===== src/rtl/l2g_clk_div_gen.sv =====
// Glitch-free registered clock divider with a rising-edge counter and an LFSR pattern bit.
// The divided clock, pulse and counter outputs are registered; there is no backpressure, and en is a level run request.
module l2g_clk_div_gen #(
    parameter int          DIV_W = 8,
    parameter logic [15:0] SEED  = 16'hACE1
) (
    input  logic             clk,
    input  logic             rst_n,
    input  logic             en,
    input  logic [DIV_W-1:0] div_ratio,
    output logic             div_clk_o,
    output logic             running_o,
    output logic             rise_o,
    output logic             pat_o,
    output logic [15:0]      edge_cnt_o
);

    typedef enum logic [1:0] {
        IDLE = 2'd0,
        RUN  = 2'd1,
        STOP = 2'd2
    } state_t;

    state_t           state_q, state_d;
    logic [DIV_W-1:0] cnt_q, cnt_d;
    logic [DIV_W-1:0] ratio_q, ratio_d;
    logic             div_q, div_d;
    logic             running_q, running_d;
    logic             rise_q, rise_d;
    logic             fall;
    logic [15:0]      lfsr_q, lfsr_d;
    logic [15:0]      edge_cnt_q, edge_cnt_d;
    logic             tc;
    logic             fb;

    assign tc = (cnt_q == ratio_q);
    assign fb = lfsr_q[0] ^ lfsr_q[2] ^ lfsr_q[3] ^ lfsr_q[5];

    always_comb begin
        state_d    = state_q;
        cnt_d      = cnt_q;
        ratio_d    = ratio_q;
        div_d      = div_q;
        rise_d     = 1'b0;
        fall       = 1'b0;
        lfsr_d     = lfsr_q;
        edge_cnt_d = edge_cnt_q;

        unique case (state_q)
            IDLE: begin
                div_d = 1'b0;
                if (en) begin
                    state_d = RUN;
                    ratio_d = div_ratio;
                    cnt_d   = '0;
                end
            end
            RUN: begin
                if (tc) begin
                    div_d = ~div_q;
                    cnt_d = '0;
                end else begin
                    cnt_d = cnt_q + 1'b1;
                end
                if (!en) state_d = STOP;
            end
            STOP: begin
                // A high phase in progress always runs to its terminal count.
                if (!div_q) begin
                    state_d = IDLE;
                end else if (tc) begin
                    div_d   = 1'b0;
                    cnt_d   = '0;
                    state_d = IDLE;
                end else begin
                    cnt_d = cnt_q + 1'b1;
                end
            end
            default: begin
                state_d = IDLE;
                div_d   = 1'b0;
            end
        endcase

        rise_d = ~div_q & div_d;
        fall   = div_q & ~div_d;
        if (fall) lfsr_d = {fb, lfsr_q[15:1]};
        if (rise_d) edge_cnt_d = edge_cnt_q + 16'd1;
        running_d = (state_d != IDLE);
    end

    always_ff @(posedge clk or negedge rst_n) begin
        if (!rst_n) begin
            state_q    <= IDLE;
            cnt_q      <= '0;
            ratio_q    <= '0;
            div_q      <= 1'b0;
            running_q  <= 1'b0;
            rise_q     <= 1'b0;
            lfsr_q     <= SEED;
            edge_cnt_q <= 16'd0;
        end else begin
            state_q    <= state_d;
            cnt_q      <= cnt_d;
            ratio_q    <= ratio_d;
            div_q      <= div_d;
            running_q  <= running_d;
            rise_q     <= rise_d;
            lfsr_q     <= lfsr_d;
            edge_cnt_q <= edge_cnt_d;
        end
    end

    assign div_clk_o  = div_q;
    assign running_o  = running_q;
    assign rise_o     = rise_q;
    assign pat_o      = lfsr_q[0];
    assign edge_cnt_o = edge_cnt_q;

endmodule

===== config.mk =====
export PLATFORM = sky130hd
export DESIGN_NAME = l2g_clk_div_gen
export DESIGN_NICKNAME = d
export VERILOG_FILES = /design/src/rtl/l2g_clk_div_gen.sv
export SDC_FILE = /design/constraint.sdc
export NUM_CORES = 1
export LEC_CHECK = 0
export ABC_AREA = 1
export CELL_PAD_IN_SITES_DETAIL_PLACEMENT = 0
export CELL_PAD_IN_SITES_GLOBAL_PLACEMENT = 1
export CORE_ASPECT_RATIO = 1.25
export CORE_MARGIN = 5
export CORE_UTILIZATION = 42
export DETAILED_ROUTE_END_ITERATION = 16
export PLACE_DENSITY_LB_ADDON = 0.1
export SYNTH_ARGS = -nofsm -noshare
export SYNTH_HDL_FRONTEND = slang
export SYNTH_SLANG_ARGS = --single-unit

===== constraint.sdc =====
create_clock -name clk -period 2.2 [get_ports clk]
set_clock_uncertainty 0.05 [all_clocks]
set_input_delay 0.66 -clock clk [delete_from_list [all_inputs] [get_ports clk]]
set_output_delay 0.66 -clock clk [all_outputs]
set_load 0.01 [all_outputs]

==> impl_metrics.toml, run 1 <==
[worst_setup_path]
critPathBufInv = 1
critPathMaxStageDelay_ns = 0.56
path_cells = "clkdlybuf4s50_1"
r2r_slack_ns = 0.17
crit_family = "flip-flops"
r2r_cells = 13
cp-start-kind = "flop"
cp_slowest_cell = "dfstp_2"
critical_path_depth = 1
cp-end-kind = "output port"
crit_required_ns = 1.49
cp_max_fo = 3
critPathKind = "reg2out"
critPathArrivalTime_ns = 1.40

[timing]
fmax_ghz = 0.473
rsz0062_at_grt = "no"
period_share_pct = 96.0
slew_viol_final = 0
setup-tns-final_ns = 0
slew_headroom_pct = 74.4
worstMarginPinSlew_ns = 0.380
finalCriticalPeriod_ns = 2.11
final_hold_viol_count = 0
setup_viol = 0

[synth]
syn_avg_cell_area_sq_um = 8.33
synth.most_common_cell = "nand2_1"
synth_edf_count = 0
synth_compound_area_share_pct = 7.23
synth_top_family_by_area = "simple AND/OR/NAND/NOR gates"
synth_adder_area_share_pct = 3.71
synth_xor_area_share_pct = 5.84
yosysTopAreaCell = "dfrtp_1"
ys_seq_elements = 53
async_flop_share_pct = 100
syn_inst = 324
yosys.area_share.simple_pct = 24.4
synth.yosys.seq_area_share_pct = 49.5
ys_dominant_reg_cell = "dfrtp_1"
netlist.area_leader.share_pct = 41.7
synth_area_sq_um = 2700
synth_cell_types = 28
synthMuxAreaShare_pct = 1.67
synth_nets = 343
synth_commonest_cells = "nand2_1 (91), dfrtp_1 (45), inv_1 (43)"
yosysWarnings = 0
synth_area_leaders = "dfrtp_1 (42%), nand2_1 (13%), dfstp_2 (7.8%)"

[detailed_routing]
dr.pass1.iters = 5
viasPerCell = 4.70
wire_per_inst_um = 11.8
antenna_left = 0
vias = 2167
initialDrtViolationCount = 59
wl_mm = 5.46
drc_errors = 0

[die]
dieWidth_um = 81.7
std_cell_rows = 32
core_sq_um = 6210
start_util_pct = 43.5
floorplan.die_area_sq_um = 8140
num_io_pins = 31
dieHeight_um = 99.6

[outcome]
outcome = "complete, no violations"

[power_and_ir_drop]
p_int_mw = 1.63
pwr-share-seq_pct = 48.1
power.share.clock_pct = 22.7
combPwrFrac_pct = 29.2
netSwitchingFraction_pct = 34.1
p_total_mw = 2.47
leakagePower_nw = 1.60
switchingPower_mw = 0.843
power_density_nw_per_um2 = 731
ir_drop_mv = 0.309

[clock_tree]
hold_buffers = 0
cts_sinks = 53
cts_buffer_depth = 2
cts_inserted_buffers = 5
clkTransAtPathRegs_ns = 0.10
clk_latency_ns = 0.30
cts-root-buf = "clkbuf_8"
h-tree-depth = 2
cts_tree = "yes"

[global_routing]
grt_max_degree = 54
grt_pass1_wl_mm = 9.24
grt_util_all_layers_pct = 14.4
overflow = 0
grt_pass1_vias = 2023
antenna_found_initial = 0

[placed_design]
io_buffers = 30
dp_hpwl_mm = 3.90
place.gp.congestion = 0.803
dpl_cell_area_sq_um = 3170
dp.cells = 444

[final_layout]
final_area_sq_um = 3380
final_cells = 461
drive_above_1_share_pct = 15.7
final_util_pct = 54.4
num_antenna_cells = 0
area_delta_synth_final_pct = 25.2
layout.nets = 394

[run]
maxCapViolCount = 0

[hold_path]
hold_class = "in2async"
## worst paths after layout
path	from	to
min	rst_n	running_o
max reg2reg	cnt_q[5]	edge_cnt_o[10]
max in group asynchronous	rst_n	lfsr_q[10]
min in group clk	lfsr_q[6]	lfsr_q[6]
min reg2reg	lfsr_q[6]	lfsr_q[6]
max	lfsr_q[0]	pat_o
## through the flow
stage               hold WS (ns)  setup slack [ns]
CTS                        0.291            0.0527
global placement           0.411            0.0799
detailed placement         0.420            0.0668
floorplan                  0.314             0.237
finish                     0.278            0.0871
global route               0.294           0.00700
## routing by layer
| layer | global-route usage (%) | up-vias | wire, um |
|---|---|---|---|
| li1 | - | 1104 | - |
| met1 | 18.7 | 1021 | 2530 |
| met2 | 23.6 | 34 | 2650 |
| met3 | 3.08 | 8 | 182 |
| met4 | 4.73 | 0 | 93 |
| met5 | 0 | - | 0 |
## layout make-up
cell class | instances | area, sq um
clock buffer | 5 | 68.8
clock inverter | 3 | 22.5
fill | 639 | 2830
inverter | 43 | 161
multi-input combinational | 221 | 1180
sequential | 53 | 1340
tap | 85 | 106
timing repair buffer | 51 | 499
## what timing repair did
action | CTS | global route
resized for setup | 0 | 10
setup buffers | 0 | 8
setup endpoints to repair | 0 | 12
## sequential cells by signal, indices dropped and copies added (netlist names)
| signal | flops |
|---|---|
| div_clk_o | 1 |
| running_o | 1 |
| lfsr_q | 16 |
| cnt_q | 8 |
| ratio_q | 8 |
| state_q | 2 |
| edge_cnt_o | 16 |
| rise_o | 1 |
## logic make-up after synthesis
logic type,Yosys count
AO/OA/AOI/OAI,38
XOR/XNOR,18
adder cells (fa/ha/maj),8
buffers and inverters,50
flip-flops,53
multiplexers,4
AND/OR/NAND/NOR,153
## layout by cell type, fill, tap and decap left out, drive strengths merged
| cell | netlist | routed |
|---|---|---|
| nand3b | 1 | 1 |
| mux2 | 4 | 4 |
| clkinv | 0 | 3 |
| xor2 | 9 | 9 |
| nor3 | 4 | 4 |
| ha | 8 | 8 |
| nand3 | 9 | 9 |
| a21oi | 21 | 21 |
| dfrtp | 45 | 45 |
| o22ai | 1 | 1 |
| clkbuf | 1 | 6 |
| clkdlybuf4s50 | 0 | 29 |
| inv | 43 | 43 |
| xnor2 | 9 | 9 |
| dfstp | 8 | 8 |
| or2 | 1 | 1 |
| nor2 | 35 | 35 |
| buf | 6 | 21 |
| o21ai | 16 | 16 |
| nand4 | 8 | 8 |
| nand2 | 95 | 95 |
## power by group through the flow
stage / sequential [mW] / combinational [mW] / clock [mW]
6_report: 1.19 / 0.721 / 0.559
5_1_grt: 1.21 / 0.823 / 0.631
4_1_cts: 1.19 / 0.710 / 0.581
3_5_place_dp: 1.21 / 0.708 / 0
3_3_place_gp: 1.21 / 0.701 / 0
2_1_floorplan: 1.20 / 0.496 / 0
(Power assumes the default switching activity.)
==> run 2: changes to the inputs <==
--- a/config.mk
+++ b/config.mk
@@ -5,14 +5,14 @@
 export SDC_FILE = /design/constraint.sdc
 export NUM_CORES = 1
 export LEC_CHECK = 0
-export ABC_AREA = 1
 export CELL_PAD_IN_SITES_DETAIL_PLACEMENT = 0
 export CELL_PAD_IN_SITES_GLOBAL_PLACEMENT = 1
 export CORE_ASPECT_RATIO = 1.25
 export CORE_MARGIN = 5
-export CORE_UTILIZATION = 42
+export CORE_UTILIZATION = 44
 export DETAILED_ROUTE_END_ITERATION = 16
 export PLACE_DENSITY_LB_ADDON = 0.1
+export SLEW_MARGIN = 20
 export SYNTH_ARGS = -nofsm -noshare
 export SYNTH_HDL_FRONTEND = slang
 export SYNTH_SLANG_ARGS = --single-unit
==> run 2 against run 1 <==
  * The run now ends with negative setup slack left
  * Core utilization is 5.2 points higher
  * Design area decreased by 3.9%
  * Die area decreased by 11%
  * Critical path depth up 8
  * Synthesized cell count is 38% lower
  * Power up 7.2%
  * Hold slack lost 0.019 ns
  * Via count shrank 23%
  * Combinational power up 21%
  * Setup slack worse by 0.33 ns
  * Highest routed layer unchanged
==> impl_metrics.toml, run 2 <==
[global_routing]
grt_max_degree = 34
grt_util_all_layers_pct = 14.3
grt_pass1_vias = 1710
antenna_found_initial = 0
overflow = 0
grt_pass1_wl_mm = 8.35

[synth]
synth.yosys.seq_area_share_pct = 53.8
ys_dominant_reg_cell = "dfrtp_1"
synth_area_sq_um = 2480
synth_area_leaders = "dfrtp_1 (45%), mux2_2 (11%), dfstp_2 (8.5%)"
synth.most_common_cell = "dfrtp_1"
async_flop_share_pct = 100
yosysTopAreaCell = "dfrtp_1"
syn_avg_cell_area_sq_um = 12.4
synth_commonest_cells = "dfrtp_1 (45), mux2_2 (24), xor2_1 (15)"
yosysWarnings = 0
synth_edf_count = 0
ys_seq_elements = 53
synth_cell_types = 39
netlist.area_leader.share_pct = 45.3
synth_nets = 220
syn_inst = 201

[detailed_routing]
dr.pass1.iters = 4
wl_mm = 4.92
drc_errors = 0
wire_per_inst_um = 15.2
vias = 1662
initialDrtViolationCount = 36
viasPerCell = 5.15
antenna_left = 0

[timing]
slew_headroom_pct = 66.0
setup_viol = 31
slew_viol_final = 0
setup-tns-final_ns = -4.57
rsz0062_at_grt = "yes"
setup_slack_ns = -0.244
fmax_ghz = 0.409
final_hold_viol_count = 0
finalCriticalPeriod_ns = 2.44
period_share_pct = 111
worstMarginPinSlew_ns = 0.510

[final_layout]
layout.nets = 277
area_delta_synth_final_pct = 30.7
num_antenna_cells = 0
final_area_sq_um = 3250
mostFrequentLayoutCell = "dfrtp_1"
final_cell_mix = "dfrtp_1 (44), clkdlybuf4s50_1 (29), mux2_2 (24)"
drive_above_1_share_pct = 33.2

[worst_setup_path]
critPathArrivalTime_ns = 2.63
cp_max_fo = 4
r2r_slack_ns = -0.24
cp-end-kind = "flop"
cp-start-kind = "flop"
r2r_end = "edge_cnt_o[15]"
r2r-start = "ratio_q[2]"
crit_required_ns = 2.39
r2r_cells = 9
worstSetupStartpoint = "ratio_q[2]"
critPathKind = "reg2reg"
endpoint = "edge_cnt_o[15]"

[die]
std_cell_rows = 30
floorplan.die_area_sq_um = 7260
dieWidth_um = 77.2
dieHeight_um = 94.0
start_util_pct = 45.7
num_io_pins = 31
core_sq_um = 5440

[clock_tree]
cts_tree = "yes"
cts_sinks = 53
cts_buffer_depth = 2
clkTransAtPathRegs_ns = 0.10
cts_inserted_buffers = 5
h-tree-depth = 2
clk_latency_ns = 0.31
cts-root-buf = "clkbuf_8"

[hold_path]
hold_class = "in2async"

[power_and_ir_drop]
ir_drop_mv = 0.538
power_density_nw_per_um2 = 814
leakagePower_nw = 1.48
p_total_mw = 2.65

[placed_design]
place.gp.congestion = 0.773
dpl_cell_area_sq_um = 3010
dp_hpwl_mm = 3.62
io_buffers = 30

[run]
maxCapViolCount = 0

[outcome]
outcome = "finished, violations left"
violations = "negative setup slack"
[run 2: cell count changes in the layout (fill, tap and decap cells not counted), sizes merged, moves of 10 or more]
cell and delta:
nor2 -30, mux2 +20, a21oi -15, inv -34
nand2 -80, o21ai -10
[run 2: what timing repair did]
action	CTS	global route
pin swaps	7	8
buffers inserted	3	2
hold buffers	0	0
cloned	1	0
gates resized for setup	10	10
endpoints found under the setup margin	32	35
[run 2: cell families (layout without fill, tap and decap cells)]
logic type / Yosys count / count (layout) / synth area share (%)
compound gates: 23 / 23 / 6.95
xor+xnor: 29 / 29 / 10.2
fa+ha+maj: 8 / 8 / 4.03
simple gates: 53 / 54 / 12.4
flops: 53 / 53 / 53.8
mux: 24 / 24 / 10.9
buf+inv: 11 / 68 / 1.76
[run 2: per-layer routing]
layer	vias up	global-route usage (%)	wire length [um]
li1	821	-	-
met1	801	17.5	2060
met2	32	24.9	2550
met3	8	3.36	220
met4	0	4.44	80
met5	-	0	0
[run 2: worst max-delay path, stage by stage (launching register included)]
cell and delay, ns:
dfrtp_1 0.42, xor2_1 0.18, nor4_2 0.30, nand2_1 0.16, ha_4 0.24, nand2b_4 0.16, a2111oi_4 0.38, nand4_4 0.18
nor3_2 0.15, xor2_1 0.16
[run 2: worst min path at each step]
stage / startpoint / endpoint / slack, ns / cells after the start
2_1_floorplan: rst_n / cnt_q[0] / 0.31 / 0
3_3_place_gp: edge_cnt_o[15] / edge_cnt_o[15] / 0.42 / 1
3_5_place_dp: edge_cnt_o[6] / edge_cnt_o[6] / 0.44 / 1
4_1_cts: rst_n / running_o / 0.27 / 1
5_1_grt: rst_n / running_o / 0.31 / 1
6_report: rst_n / running_o / 0.26 / 1
[run 2: per-stage QoR]
step / hold WS [ns] / utilization (%) / cells / setup WS (ns)
6_report: 0.259 / 59.7 / 323 / -0.244
5_1_grt: 0.306 / 59.7 / 323 / -0.352
4_1_cts: 0.269 / 58.6 / 322 / -0.279
3_5_place_dp: 0.437 / 55.3 / 310 / -0.317
3_3_place_gp: 0.419 / 55.3 / 310 / -0.255
2_1_floorplan: 0.314 / - / 201 / -0.199
[run 2: final cells by class]
cell class,instances,area [sq um]
Clock buffer,5,68.8
Clock inverter,3,25.0
Fill cell,449,2190
Inverter,8,30.0
Multi-Input combinational cell,138,1220
Sequential cell,53,1340
Tap cell,64,80.1
Timing Repair Buffer,52,488
[run 2: power breakdown]
group / switching [mW] / internal, mW / total [mW]
clock: 0.328 / 0.230 / 0.559
combinational: 0.464 / 0.410 / 0.875
sequential: 0.108 / 1.10 / 1.21
total: 0.901 / 1.74 / 2.65
